===== src/rtl/ctrl_debouncer.sv =====
// Push-button conditioner: 2-flop synchronizer, press/release debounce FSM,
// and a registered control level that either toggles per press or follows the button.
module ctrl_debouncer #(
  parameter int unsigned DEBOUNCE_CYCLES = 16,
  parameter int unsigned TOGGLE_MODE     = 1,
  parameter logic        CTRL_INIT       = 1'b1
) (
  input  logic clk,
  input  logic rst,
  input  logic btn_in,
  output logic ctrl,
  output logic ctrl_pulse,
  output logic btn_level
);

  localparam int unsigned CNT_W = (DEBOUNCE_CYCLES > 1) ? $clog2(DEBOUNCE_CYCLES) : 1;
  localparam logic [CNT_W-1:0] CNT_LAST = CNT_W'(DEBOUNCE_CYCLES - 1);
  localparam bit TOGGLE = (TOGGLE_MODE != 0);

  typedef enum logic [1:0] {
    IDLE,
    PRESS_WAIT,
    HELD,
    RELEASE_WAIT
  } state_t;

  state_t           state;
  logic [CNT_W-1:0] cnt;
  logic             meta;
  logic             sync;

  // Synchronizer stage: only sync is allowed to reach the FSM.
  always_ff @(posedge clk or negedge rst) begin
    if (!rst) begin
      meta <= 1'b0;
      sync <= 1'b0;
    end else begin
      meta <= btn_in;
      sync <= meta;
    end
  end

  // Debounce FSM stage: outputs are updated on the transition edge itself.
  always_ff @(posedge clk or negedge rst) begin
    if (!rst) begin
      state      <= IDLE;
      cnt        <= '0;
      ctrl_pulse <= 1'b0;
      btn_level  <= 1'b0;
      ctrl       <= CTRL_INIT;
    end else begin
      ctrl_pulse <= 1'b0;
      // Level mode: ctrl tracks btn_level; transitions below override with the new level.
      if (!TOGGLE) ctrl <= btn_level;
      case (state)
        IDLE: begin
          cnt <= '0;
          if (sync) state <= PRESS_WAIT;
        end
        PRESS_WAIT: begin
          if (!sync) begin
            state <= IDLE;
            cnt   <= '0;
          end else if (cnt == CNT_LAST) begin
            state      <= HELD;
            cnt        <= '0;
            ctrl_pulse <= 1'b1;
            btn_level  <= 1'b1;
            ctrl       <= TOGGLE ? ~ctrl : 1'b1;
          end else begin
            cnt <= cnt + 1'b1;
          end
        end
        HELD: begin
          cnt <= '0;
          if (!sync) state <= RELEASE_WAIT;
        end
        RELEASE_WAIT: begin
          if (sync) begin
            state <= HELD;
            cnt   <= '0;
          end else if (cnt == CNT_LAST) begin
            state     <= IDLE;
            cnt       <= '0;
            btn_level <= 1'b0;
            if (!TOGGLE) ctrl <= 1'b0;
          end else begin
            cnt <= cnt + 1'b1;
          end
        end
        default: begin
          state <= IDLE;
          cnt   <= '0;
        end
      endcase
    end
  end

endmodule

===== config.mk =====
export PLATFORM = sky130hd
export DESIGN_NAME = ctrl_debouncer
export DESIGN_NICKNAME = d
export VERILOG_FILES = /design/src/rtl/ctrl_debouncer.sv
export SDC_FILE = /design/constraint.sdc
export NUM_CORES = 1
export LEC_CHECK = 0
export ABC_AREA = 1
export BUFFER_PORTS_ARGS = -buffer_cell sky130_fd_sc_hd__clkbuf_2
export CORE_AREA = 5 5 42 44
export CTS_BUF_LIST = sky130_fd_sc_hd__clkbuf_16
export CTS_CLUSTER_SIZE = 24
export DETAILED_ROUTE_END_ITERATION = 12
export DIE_AREA = 0 0 47 49
export HOLD_SLACK_MARGIN = 0.12
export PLACE_DENSITY = 0.59
export SYNTH_ARGS = -nofsm -noshare
export SYNTH_HDL_FRONTEND = slang
export SYNTH_SLANG_ARGS = --single-unit

===== constraint.sdc =====
create_clock -name clk -period 1.25 [get_ports clk]
set_input_delay 0 -clock clk [delete_from_list [all_inputs] [get_ports clk]]
set_output_delay 0 -clock clk [all_outputs]
set_load 0.005 [all_outputs]

==> out/qor.csv <==
stage,metric,value,unit
outcome,outcome,"complete, no violations",
yosys,post-synthesis xor/xnor area fraction,0,%
yosys,leading area contributor after synthesis,dfrtp_1,
route,vias per cell,4.312,
clock_network,CTS Buf Count,3,
clock_network,Sink Count,11,
floorplanning,row count,14,
setup_path,launch point of the critical path,cnt[0],
place,Final Wtd Congestion,0.6895,
run,Max Cap Viol,0,
floorplanning,Die W,47,µm
clock_network,Root Buffer,clkbuf_16,
final_layout,"most common cell after layout, fill and taps aside",nand2_1,
setup_path,Crit Path Max Fanout,5,
route,First DRT Iteration DRCs,0,
setup_path,critical path arrival,1.32,ns
pwr,overall power after layout,1.017,mW
route,# DRC,0,
sta,minimum clock period,1.193,ns
floorplanning,CORE AREA,0.001401,mm²
pwr,Worst IR Drop VDD,0.8315,mV
sta,Slew Limit Fails,0,
final_layout,area delta synth->final,33.16,%
global_routing,number of global-route vias before repair,326,
setup_path,Worst R2R Start,cnt[0],
route,Detailed Route WL,849,µm
clock_network,clock slew seen by the registers of the worst setup and hold paths,0.04,ns
route,antenna-violating nets left,0,
yosys,mux cell area share after synthesis,0,%
yosys,Synth Register Bits,11,
yosys,Synth Area in Simple Gates,30.75,%
clock_network,TritonCTS clock tree,yes,
floorplanning,die area,0.002303,mm²
sta,Worst-Margin Slew,0.2681,ns
floorplanning,Initial Util,33.39,%
worst_hold_path,Hold WC Path Type,primary input to async pin,
setup_path,Startpoint Class,register,
sta,final setup TNS,0,ns
global_routing,first-pass GRT wire length,1380,µm
yosys,total number of yosys warnings,0,
final_layout,Non-Filler Instances,77,
yosys,"Cell Area, Synth",467.9,µm²
sta,f_max,838.1,MHz
global_routing,global route total overflow,0,
place,placed cell count,70,
sta,Fin Clk Skew,0.002833,ns
place,Final HPWL DP,555.6,µm
setup_path,r2r worst-path depth,5,
place,I/O Buffers,5,
sta,final hold vios,0,
route,DR pass1 iterations,1,
final_layout,Layout Nets,66,
setup_path,CP required,1.38,ns
pwr,Pleak,0.3168,nW
floorplanning,die height,49,µm
global_routing,All-Layer GR Usage,9.130,%
yosys,Synth area leaders,"dfrtp_1 53%, nand2_1 10%, inv_1 6.4%",
setup_path,kind of critical path,register to register,
global_routing,largest net degree at the start of global routing,12,
yosys,Syn Nets,53,
sta,Hold WS,0.1721,ns
pwr,PD cells,1632,mW/mm²
route,routed length per instance,11.03,µm
route,total number of vias,332,
yosys,Syn Area/Cell,9.550,µm²
yosys,adder-cell share of the synthesized area,2.674,%
sta,Slew headroom,82.13,%
place,Post-Place Cell Area,513.0,µm²
final_layout,Layout Cell Area excl Fill,623.1,µm²
clock_network,CTS Buffer Depth,2,
final_layout,n_diodes,0,
yosys,largest family of logic cells by synthesized area,simple AND/OR/NAND/NOR gates,
floorplanning,Top-Level Pins,6,
yosys,compound-gate portion of the synthesized area,1.070,%
sta,fin crit share,95.45,%
final_layout,layout cells sized above 1,29.51,%
global_routing,initial antenna violation count,0,
clock_network,Worst-Skew Late Latency,0.24,ns
sta,final setup vio count,0,
yosys,Unique masters post-synth,15,
yosys,Cells after Synth,49,
clock_network,H-tree Lvls,1,
setup_path,Setup crit end kind,register,
yosys,top cell type's share of synthesized area,53.48,%
yosys,share of the yosys chip area belonging to registers,59.09,%
final_layout,"commonest non-fill, non-tap cells in the layout","13 x nand2_1, 10 x dfrtp_1, 8 x inv_1",
cells by family (layout without fill, tap and decap cells):
family,after synthesis,count (layout)
simple gates,28,28
flops,11,11
fa+ha+maj,1,1
compound gates,1,1
buf+inv,8,20
metrics by stage:
step	util (%)	setup WS, ns
2_1_floorplan	-	0.1784
3_3_place_gp	36.61	0.1079
3_5_place_dp	36.61	0.08466
4_1_cts	43.75	0.07266
5_1_grt	44.46	-0.01963
6_report	44.46	0.05689
layer usage:
metal | part of all wire, % | global-route usage (%) | wire (µm) | vias to the layer above
met5 | 0 | 0 | 0 | -
met4 | 4.9 | 9.677 | 42 | 0
met3 | 5.2 | 4.428 | 44 | 4
met2 | 45 | 10.41 | 385 | 8
met1 | 44 | 11.21 | 376 | 146
li1 | - | - | - | 174
power by group:
part           switching, mW  total, mW  internal, mW
sequential            0.0149      0.386         0.371
clock                  0.158      0.581         0.423
combinational         0.0291     0.0495        0.0204
total                  0.202       1.02         0.815
critical path, cell delays in order (launching register included):
cell and delay, ns:
dfrtp_1 0.39, ha_2 0.22, nand2_2 0.09, nor2_4 0.15
nand3b_1 0.17, nor2_1 0.06
sequential cells by signal, indices dropped and copies added (netlist names), named ones only:
signal / cells
cnt: 4
btn_level: 1
ctrl: 1
ctrl_pulse: 1
meta: 1
state: 1
sync: 1
what timing repair did:
| item | CTS | global route |
|---|---|---|
| setup buffers | 0 | 1 |
| endpoints found under the hold margin | 12 | 0 |
| resized for setup | 0 | 1 |
| endpoints found under the setup margin | 0 | 3 |
| hold buffers | 2 | 0 |
cells in the mapped netlist:
library cell  instances
nor3_2                1
nand2_1              13
nand3_2               1
ha_1                  1
nor2_2                1
inv_1                 8
dfstp_2               1
dfrtp_1              10
nand3_1               2
nand2_2               2
nor2_4                1
nor2_1                4
nand3b_1              1
o21ai_1               1
nand4_1               2
final cells by class:
| type | instances | area, µm² |
|---|---|---|
| inverters | 8 | 30.03 |
| clock inverters | 1 | 5.005 |
| fillers | 148 | 778.2 |
| repair buffers | 8 | 52.55 |
| clock buffers | 3 | 75.07 |
| flip-flops and latches | 11 | 276.5 |
| multi-input cells | 30 | 163.9 |
| well taps | 16 | 20.02 |
path summary, 6_finish.rpt:
| kind | to | slack [ns] |
|---|---|---|
| max | cnt[0] | 0.06 |
| min | sync | 0.17 |
| max reg2reg | cnt[0] | 0.06 |
| min reg2reg | sync | 0.35 |
| max in group asynchronous | ctrl | 0.81 |
| min in group clk | sync | 0.35 |
Note: power is estimated with default switching activity, not from simulation.
